<file path="src/rtl/uart_rx.sv">
// uart_rx: 8N1 UART receiver.
// Synchronises the serial line, qualifies the start bit at its mid-point,
// samples eight data bits LSB-first at bit centres, checks the stop bit and
// hands good bytes to the RX FIFO. Framing errors and FIFO overruns are
// reported as single-cycle pulses. CLKS_PER_BIT must be at least 4.

module uart_rx #(
    parameter int CLKS_PER_BIT = 217
) (
    input  logic       i_Clock,
    input  logic       rst,
    input  logic       i_RX_Serial,
    input  logic       full,
    output logic       wr_en,
    output logic [7:0] o_RX_Byte,
    output logic       o_RX_DV,
    output logic       o_RX_Active,
    output logic       o_Frame_Err,
    output logic       o_Overrun
);

    // Counter is wide enough to hold CLKS_PER_BIT-1 with a spare bit.
    localparam int CNT_W = $clog2(CLKS_PER_BIT) + 1;
    // Half-bit offset: distance from the start edge to the start-bit centre.
    localparam int H     = (CLKS_PER_BIT - 1) / 2;

    localparam logic [CNT_W-1:0] H_CNT    = CNT_W'(H);
    localparam logic [CNT_W-1:0] LAST_CNT = CNT_W'(CLKS_PER_BIT - 1);

    typedef enum logic [2:0] {
        ST_WAIT_HIGH = 3'd0,
        ST_IDLE      = 3'd1,
        ST_START     = 3'd2,
        ST_DATA      = 3'd3,
        ST_STOP      = 3'd4,
        ST_CLEANUP   = 3'd5
    } state_t;

    // Synchronizer stages
    logic             rx_meta;
    logic             rx_sync;

    // Registered state and datapath
    state_t           state_q,     state_d;
    logic [CNT_W-1:0] cnt_q,       cnt_d;
    logic [2:0]       bit_index_q, bit_index_d;
    logic [7:0]       data_q,      data_d;

    // Next values for the registered outputs
    logic [7:0]       rx_byte_d;
    logic             rx_dv_d;
    logic             wr_en_d;
    logic             frame_err_d;
    logic             overrun_d;
    logic             rx_active_d;

    // Two-flop synchronizer bringing the asynchronous serial line into i_Clock.
    // NOTE: both stages reset to 0 (not idle-high); WAIT_HIGH then requires
    // the line to be seen high before any frame can start, so the reset value
    // can never be mistaken for a start bit.
    always_ff @(posedge i_Clock or posedge rst) begin
        if (rst) begin
            rx_meta <= 1'b0;
            rx_sync <= 1'b0;
        end else begin
            // NOTE: non-blocking assignments make rx_sync take the old rx_meta,
            // giving two real flop stages instead of a single collapsed one.
            rx_meta <= i_RX_Serial;
            rx_sync <= rx_meta;
        end
    end

    // State, counters, shift data and all outputs are registered here.
    always_ff @(posedge i_Clock or posedge rst) begin
        if (rst) begin
            state_q     <= ST_WAIT_HIGH;
            cnt_q       <= '0;
            bit_index_q <= '0;
            data_q      <= '0;
            o_RX_Byte   <= '0;
            o_RX_DV     <= 1'b0;
            wr_en       <= 1'b0;
            o_Frame_Err <= 1'b0;
            o_Overrun   <= 1'b0;
            o_RX_Active <= 1'b0;
        end else begin
            state_q     <= state_d;
            cnt_q       <= cnt_d;
            bit_index_q <= bit_index_d;
            data_q      <= data_d;
            o_RX_Byte   <= rx_byte_d;
            o_RX_DV     <= rx_dv_d;
            wr_en       <= wr_en_d;
            o_Frame_Err <= frame_err_d;
            o_Overrun   <= overrun_d;
            o_RX_Active <= rx_active_d;
        end
    end

    // Next-state, counter, data and output-pulse logic for the receive FSM.
    always_comb begin
        // NOTE: every signal gets a default before the case statement; any
        // path that leaves one unassigned would otherwise infer a latch.
        // The pulse defaults of 0 are what make DV/write/error one cycle long.
        state_d     = state_q;
        cnt_d       = cnt_q;
        bit_index_d = bit_index_q;
        data_d      = data_q;
        rx_byte_d   = o_RX_Byte;
        rx_dv_d     = 1'b0;
        wr_en_d     = 1'b0;
        frame_err_d = 1'b0;
        overrun_d   = 1'b0;

        unique case (state_q)
            ST_WAIT_HIGH: begin
                // Line held low (reset or break): wait for a real idle level.
                if (rx_sync) begin
                    state_d = ST_IDLE;
                end
            end

            ST_IDLE: begin
                cnt_d       = '0;
                bit_index_d = '0;
                if (!rx_sync) begin
                    state_d = ST_START;
                end
            end

            ST_START: begin
                if (cnt_q < H_CNT) begin
                    cnt_d = cnt_q + 1'b1;
                end else begin
                    cnt_d = '0;
                    // Still low at mid-start: a real start bit. High: a glitch.
                    state_d = rx_sync ? ST_IDLE : ST_DATA;
                end
            end

            ST_DATA: begin
                if (cnt_q < LAST_CNT) begin
                    cnt_d = cnt_q + 1'b1;
                end else begin
                    cnt_d               = '0;
                    data_d[bit_index_q] = rx_sync;
                    if (bit_index_q == 3'd7) begin
                        bit_index_d = '0;
                        state_d     = ST_STOP;
                    end else begin
                        bit_index_d = bit_index_q + 3'd1;
                    end
                end
            end

            ST_STOP: begin
                if (cnt_q < LAST_CNT) begin
                    cnt_d = cnt_q + 1'b1;
                end else begin
                    cnt_d     = '0;
                    // The byte is published even for a bad frame, for debug.
                    rx_byte_d = data_q;
                    if (rx_sync) begin
                        rx_dv_d = 1'b1;
                        if (full) begin
                            overrun_d = 1'b1;
                        end else begin
                            wr_en_d = 1'b1;
                        end
                        state_d = ST_CLEANUP;
                    end else begin
                        // Stop bit low: framing error or break. Do not
                        // re-arm until the line has returned high.
                        frame_err_d = 1'b1;
                        state_d     = ST_WAIT_HIGH;
                    end
                end
            end

            ST_CLEANUP: begin
                // Pulses drop via the defaults; the stop bit's second half is
                // spent here and in IDLE, so back-to-back frames are caught.
                state_d = ST_IDLE;
            end

            default: begin
                state_d = ST_WAIT_HIGH;
            end
        endcase

        // Active reflects the state being entered so it is a clean flop output.
        rx_active_d = (state_d == ST_START) || (state_d == ST_DATA) ||
                      (state_d == ST_STOP);
    end

    // A frame is either a framing error or a good frame, never both.
    a_err_exclusive : assert property (
        @(posedge i_Clock) disable iff (rst) !(o_Frame_Err && o_Overrun)
    );

endmodule
</file>
<file path="config.mk">
export PLATFORM = sky130hd
export DESIGN_NAME = uart_rx
export DESIGN_NICKNAME = d
export VERILOG_FILES = /design/src/rtl/uart_rx.sv
export SDC_FILE = /design/constraint.sdc
export NUM_CORES = 1
export LEC_CHECK = 0
export CAP_MARGIN = 40
export CELL_PAD_IN_SITES_DETAIL_PLACEMENT = 0
export CELL_PAD_IN_SITES_GLOBAL_PLACEMENT = 1
export CORE_MARGIN = 8
export CORE_UTILIZATION = 45
export CTS_CLUSTER_SIZE = 10
export DETAILED_ROUTE_END_ITERATION = 8
export PLACE_DENSITY = 0.88
export SYNTH_ARGS = -nofsm -noshare
export SYNTH_HDL_FRONTEND = slang
export SYNTH_SLANG_ARGS = --single-unit
</file>
<file path="constraint.sdc">
create_clock -name i_Clock -period 1.9 [get_ports i_Clock]
set_input_delay 0.38 -clock i_Clock [delete_from_list [all_inputs] [get_ports i_Clock]]
set_output_delay 0.38 -clock i_Clock [all_outputs]
set_load 0.005 [all_outputs]
</file>
* After elaboration in Yosys (flattened, before gate mapping)
Cells that the tools add are included.
** Cells by class
- Equality and inequality tests :: 10
- Mux-type cells :: 32
- $add $sub $neg :: 2
- $lt $le $gt $ge :: 4
- Bitwise operators :: 1
- Reductions and logical operators :: 10
** Operators with widths (number)
- $mux W3 :: 9
- $pmux W9 S3 :: 1
- $mux W9 :: 2
- $pmux W3 S6 :: 1
- $mux W1 :: 15
- $eq A3 B2 Y1 const B :: 4
- $eq A3 B3 Y1 const B :: 4
- $add A9 B1 Y9 const B :: 1
- $lt A9 B7 Y1 const B :: 1
- $lt A9 B8 Y1 const B :: 1
- $bwmux W8 :: 1
- $pmux W3 S2 :: 1
- $reduce_and A2 Y1 :: 3
- $lt A3 B4 Y1 const B :: 1
- $add A3 B1 Y3 const B :: 1
- $demux W1 S3 :: 1
- $eq A3 B1 Y1 const B :: 1
- $ge A3 B1 Y1 const B :: 1
- $logic_not A3 Y1 :: 1
- $reduce_bool A3 Y1 :: 1
- $logic_or A1 B1 Y1 :: 2
- $mux W2 :: 1
- $ne A2 B2 Y1 const B :: 1
- $reduce_bool A2 Y1 :: 1
- other kinds (3) :: 3
** Storage, ports and cells
- Input port bits :: 4
- Register bits after elaboration :: 38
- Word-level logic and storage cells :: 71
- Output and inout port bits :: 13

* Longest topological paths before layout
Gate-level depths: netlist of run 1.
- Word-level depth :: 7
- Mapped depth :: 5
- Depth with buffers taken out :: 5

* Worst setup path after synthesis of run 1
No wires, ideal clock.
- Kind :: flip-flop to flip-flop
- From :: register state_q[0]
- To :: register cnt_q[5]
- Data required time :: 1.822 ns
- Arrival time :: 1.565 ns
- Period minus slack after synthesis :: 1.643 ns
- Path buffers :: 1
- Setup slack :: 0.257 ns
- Stages on the path, launching flop included :: 6
- Setup time :: 0.078 ns
- Path through :: dfrtp_1 -> buf_2 -> nor2_1 -> xor2_1 -> or4_1 -> a21oi_1
** Between the ends
- Longest elaborated chain between the ends :: 3
** RTL lines
- start, declared :: RTL line 44 : state_t state_q, state_d;
- start signal, assigned :: RTL line 87 : state_q <= state_d;
- $eq A3 B3 Y1 / $eq A3 B2 Y1 (equally long branches) :: RTL line 115 : unique case (state_q)
- $reduce_or A2 Y1 (no line)
- $pmux W9 S3 / $reduce_bool A3 Y1 (equally long branches)
- end signal, assigned :: RTL line 88 : cnt_q <= cnt_d;
- end, declared :: RTL line 45 : logic [CNT_W-1:0] cnt_q, cnt_d;
Several ways; a longest one is shown, not always the timed one.
A chain may end at the register's enable or synchronous reset.

* Final worst setup path of run 1
Same ends and word-level chain as after synthesis.

==> results of run 1 <==
through the flow:
step	utilization	instances	hold WS [ns]	total power [mW]	area [sq um]
2_1_floorplan	-	161	0.331	1.32	1810
3_3_place_gp	0.519	227	0.338	1.44	2040
6_report	0.553	235	0.353	2.27	2180
5_1_grt	0.553	235	0.362	2.39	2180
3_5_place_dp	0.519	227	0.338	1.46	2040
4_1_cts	0.553	235	0.356	2.29	2180
worst paths after layout:
check                            from        endpoint  slack, ns  cells past startpoint
setup reg to reg           state_q[0]        cnt_q[5]       0.11                      4
hold / removal                rx_meta         rx_sync       0.35                      0
hold reg to reg               rx_meta         rx_sync       0.35                      0
setup / recovery           state_q[0]        cnt_q[5]       0.11                      4
max in group asynchronous         rst       data_q[2]       1.08                      3
min in group asynchronous         rst  bit_index_q[2]       0.49                      3
synthesized netlist by cell type (4+ instances only):
cell / number
nor3_1: 7
nand2b_1: 4
mux2_2: 8
dfrtp_1: 38
mux2_1: 8
nor2_1: 8
o21ai_0: 11
inv_1: 6
nand2_1: 13
a21oi_1: 4
nand3_1: 6
nor2b_1: 5
placed cells by master, fill, tap and decap left out, types with 4 or more instances in the layout:
cell type	n
buf_4	4
dfrtp_1	38
mux2_1	8
clkbuf_8	5
mux2_2	8
nor3_1	7
nand2b_1	4
nor2b_1	5
o21ai_0	11
nand3_1	6
nand2_1	13
inv_1	6
nor2_1	8
a21oi_1	4
clkdlybuf4s50_1	16
power by group through the flow:
| stage | logic [mW] | clock network (mW) | registers, mW |
|---|---|---|---|
| after global placement | 0.463 | 0 | 0.982 |
| after floorplan | 0.378 | 0 | 0.945 |
| after detailed placement | 0.472 | 0 | 0.985 |
| after global routing | 0.529 | 0.874 | 0.989 |
| final | 0.479 | 0.817 | 0.970 |
| after CTS | 0.478 | 0.838 | 0.971 |
layer usage:
layer | track usage | vias to the layer above | routed length, microns
met5 | 0 | - | 0
met4 | 0.0630 | 0 | 87
met3 | 0.0405 | 8 | 148
met2 | 0.190 | 16 | 1670
met1 | 0.141 | 635 | 1630
li1 | - | 637 | -
cell type report:
cell class                      count  share of cell area
Multi-Input combinational cell    113               0.375
Tap cell                           50              0.0287
Timing Repair Buffer               20              0.0872
Clock buffer                        5              0.0315
Clock inverter                      3              0.0315
Sequential cell                    38               0.436
Inverter                            6              0.0103
state kept, by name, summed over array words and instances (netlist names), 3 cells and up:
register and flops:
cnt_q 9, bit_index_q 3, o_RX_Byte 8, state_q 3, data_q 8
worst max-delay path: cells and delay by family, from the launching register on:
family / cells / cell delay, ns
flip-flops: 1 / 0.47
AO/OA/AOI/OAI: 1 / 0.15
XOR/XNOR: 1 / 0.26
AND/OR/NAND/NOR: 2 / 0.84
logic make-up after synthesis:
group | count (synthesis) | share of synthesized area
AND/OR/NAND/NOR | 56 | 0.174
flip-flops | 38 | 0.526
AO/OA/AOI/OAI | 35 | 0.143
multiplexers | 16 | 0.0996
buffers and inverters | 10 | 0.0221
XOR/XNOR | 3 | 0.0145
adder cells (fa/ha/maj) | 3 | 0.0207
==> run metrics, run 1 <==
status=finished, final reports clean; I/O Buffers=16; hold crit path type=reg -> reg; Placeable Area=0.00394 sq mm; Starting Density=0.459; Post-CTS Hold Fix Bufs=0; most common flop cell mapped by yosys=dfrtp_1; Worst Setup Start Kind=flip-flop; slew of the pin with the lowest slew margin=0.554 ns; Clk pwr share=0.360; pre-CTS setup slack=0.128 ns; multi-input logic area=818 sq um; main area contributors after synthesis=dfrtp_1 53%, mux2_1 5.0%, mux2_2 5.0%, o21ai_0 3.0%, nand2_1 2.7%; Reg power frac=0.428; DR WL/cell=15.0 microns; Max clock buf depth=2; delay of the slowest critical-path stage=0.54 ns; root buffer cell=clkbuf_8; post-synthesis cell area=0.00181 sq mm; Die ar.=0.00631 sq mm; drt pass-1 iters=4; largest net degree at the start of global routing=39; Slew Limit Fails=0; ant diodes=0; final critical-path required period=1.79 ns; WS Path Type=reg -> reg; CTS clock-pin slew for the worst setup and hold paths=0.08 ns; final setup fails=0; Worst Setup End Kind=flip-flop; Comb pwr share=0.211; share of post-route cells with drive strength above 1=0.151; number of antenna violations at the first check in global routing=0; worst vdd ir=0.000943 V; post_cts resized=0; CTS Sinks=38; number of synthesis warnings=0; Antenna Nets Post-Route=0; worst-case clock skew=0.00866 ns; number of synthesized register bits=38; first-pass GRT wire length=5910 microns; post-synth cell types=43; relative slew slack=0.629; Syn Nets=168; critical path's slowest cell=or4_1; vias in the first global route=1260; post-CTS setup buffer count=0; Register Area=951 sq um; gr ovfl total=0; vias per std cell=5.51; drt drc=0; # fillers=322; fin worst setup slack=0.106 ns; Clock Latency Late Sink=0.29 ns; DR iter-0 viols=40; ys async rst share=1.00; routability cong.=0.821; Die X=79.4 microns; CTS tree=yes; Cell Int Power=1.60 mW; row cnt=23; drt total wl=3540 microns; RSZ-0062 raised after global routing=no; Max Freq=0.557 GHz; area leader, netlist=dfrtp_1; Leak Pwr=0.991 nW; worst-path fanout max=9; Cells after Synth=161; syn_area_per_cell=11.2 sq um; crit path DAT=2.01 ns; overall routing resource usage=0.120; hpwl dp=2530 microns; Area growth syn-to-layout=20.6%; Crit path required time=2.12 ns; maxcap violations=0; sw power=0.671 mW; power density cells=1040 mW/mm^2; Final nets=191; Synth top area share=0.526; htree depth=2; Post-synth EDFFs=0; via count=1296; critical path cell sequence=nor2_1 -> xor2_1 -> or4_1 -> a21oi_1; Die Height=79.4 microns; Final Hold Viols=0; Setup TNS Final=0 ns; sequential fraction of the synthesis area=0.526; number of buffers created by CTS=5; Ports=17; Sw Ratio=0.296; Final Cycle Share=0.944
Power figures use the tool's default switching activity.
==> inputs of run 2 (changes only) <==
CTS_CLUSTER_SIZE = 8   (was 10)
GPL_TIMING_DRIVEN = 0   (was not set)
==> run metrics, run 2 (same netlist as run 1, synthesis figures left out) <==
worst-case clock skew=0.00210 ns (-0.00656 ns); Final Cycle Share=0.978 (+0.0335); Comb pwr share=0.264 (+0.053); pre-CTS setup slack=0.0962 ns (-0.0321 ns); hold crit path type=reg -> reg; Placeable Area=0.00394 sq mm (unchanged); gr ovfl total=0 (unchanged); Ports=17 (unchanged); DP Area=0.00207 sq mm (+1.5%); WS Path Type=reg -> reg; hpwl dp=2660 microns (+5.0%); Post-CTS Hold Fix Bufs=0 (unchanged); slew of the pin with the lowest slew margin=0.527 ns (-0.0275 ns); Largest register FFs=9 (unchanged); ant diodes=0 (unchanged); drt pass-1 iters=4 (unchanged); final setup fails=0 (unchanged); worst-path fanout max=9 (unchanged); Worst Setup Start Kind=flip-flop; post-CTS setup buffer count=0 (unchanged); via count=1313 (+1.3%); DR WL/cell=15.2 microns (+0.90%); vias in the first global route=1353 (+7.4%); Worst Setup End Kind=flip-flop; sw power=0.651 mW (-3.0%); Clock Latency Late Sink=0.28 ns (about the same); power density cells=922 mW/mm^2 (-11%); Antenna Nets Post-Route=0 (unchanged); drt total wl=3570 microns (+0.90%); htree depth=2 (unchanged); Crit path required time=2.09 ns (-0.03 ns); Cell Int Power=1.36 mW (-15%); Final Hold Viols=0 (unchanged); maxcap violations=0 (unchanged); Largest regs=cnt_q: 9 flops, data_q: 8 flops, o_RX_Byte: 8 flops; Sw Ratio=0.324 (+0.0277); routability cong.=0.828 (+0.85%); Max Freq=0.538 GHz (-3.4%); row cnt=23 (unchanged); number of antenna violations at the first check in global routing=0 (unchanged); Max clock buf depth=2 (unchanged); Leak Pwr=0.992 nW (+0.13%); total power=2.01 mW (-11%); largest register by flop count=cnt_q; share of post-route cells with drive strength above 1=0.157 (+0.00541); relative slew slack=0.648 (+0.0192); Starting Density=0.459 (unchanged); CTS Sinks=38 (unchanged); CTS clock-pin slew for the worst setup and hold paths=0.07 ns (about the same); overall routing resource usage=0.125 (+0.00510); design area=0.00218 sq mm (about the same); largest net degree at the start of global routing=17 (-56%); Area growth syn-to-layout=20.5% (about the same); post_cts resized=0 (unchanged); Die Height=79.4 microns (unchanged); CTS tree=yes; first-pass GRT wire length=6200 microns (+4.8%); worst vdd ir=0.000609 V (-35%); number of buffers created by CTS=5 (unchanged); I/O Buffers=16 (unchanged); Die X=79.4 microns (unchanged); final critical-path required period=1.86 ns (+0.0637 ns); Final nets=193 (+1.0%); fin worst setup slack=0.0424 ns (-0.0637 ns); drt drc=0 (unchanged); status=finished, final reports clean; Slew Limit Fails=0 (unchanged); DR iter-0 viols=69 (+73%); root buffer cell=clkbuf_8; crit path DAT=2.04 ns (+0.03 ns); vias per std cell=5.59 (+1.3%); Clk pwr share=0.264 (-0.096); RSZ-0062 raised after global routing=yes; Die ar.=0.00631 sq mm (unchanged); Reg power frac=0.472 (+0.044); most common cell after layout, fill and taps aside=dfrtp_1; commonest cells after routing, fill and taps aside=38 x dfrtp_1, 16 x clkdlybuf4s50_1, 13 x nand2_1, 11 x o21ai_0
[run 2: cell count changes in the layout (fill, tap and decap cells not counted), sizes merged]
cell / before / now
bufinv: 2 / 0
clkbuf: 5 / 8
clkinv: 1 / 0
[run 2: critical path, cell delays in order (launching register included)]
cell and delay (ns):
dfrtp_1 0.48, a211oi_4 0.54, a2bb2oi_2 0.31, nor2_1 0.15, o32ai_1 0.27
[run 2: through the flow]
step / utilization / cells / hold slack (ns) / TNS (ns)
2_1_floorplan: - / 161 / 0.331 / 0
6_report: 0.553 / 235 / 0.354 / 0
4_1_cts: 0.547 / 235 / 0.356 / 0
3_3_place_gp: 0.515 / 227 / 0.332 / -4.20
3_5_place_dp: 0.526 / 229 / 0.340 / 0
5_1_grt: 0.553 / 235 / 0.364 / -0.0986
[run 2: worst paths after layout]
| path | slack [ns] | depth (start not counted) | to | start |
|---|---|---|---|---|
| max in group asynchronous | 0.85 | 4 | state_q[2] | rst |
| max | 0.04 | 4 | cnt_q[3] | cnt_q[3] |
| min | 0.35 | 0 | rx_sync | rx_meta |
| min reg2reg | 0.35 | 0 | rx_sync | rx_meta |
| min in group asynchronous | 0.43 | 2 | data_q[3] | rst |
| max reg2reg | 0.04 | 4 | cnt_q[3] | cnt_q[3] |
[run 2: final cells by class]
cell class	count	area, sq um
timing repair buffer	18	203
sequential	38	951
clock buffer	6	82.6
tap	50	62.6
fill	339	1760
buffer	4	17.5
multi-input combinational	113	842
inverter	6	22.5
[run 2: per-layer routing]
| layer | track usage | up-vias | share of wire | wire, microns |
|---|---|---|---|---|
| li1 | - | 629 | - | - |
| met1 | 0.142 | 660 | 0.45 | 1590 |
| met2 | 0.212 | 17 | 0.50 | 1800 |
| met3 | 0.0417 | 7 | 0.036 | 128 |
| met4 | 0.0500 | 0 | 0.015 | 55 |
| met5 | 0 | - | 0 | 0 |
[run 2: power by group through the flow]
stage	logic (mW)	clock network (mW)	registers (mW)
after global placement	0.477	0	0.956
final	0.531	0.532	0.949
after CTS	0.513	0.550	0.947
after floorplan	0.378	0	0.945
after detailed placement	0.509	0	0.961
after global routing	0.599	0.585	0.963
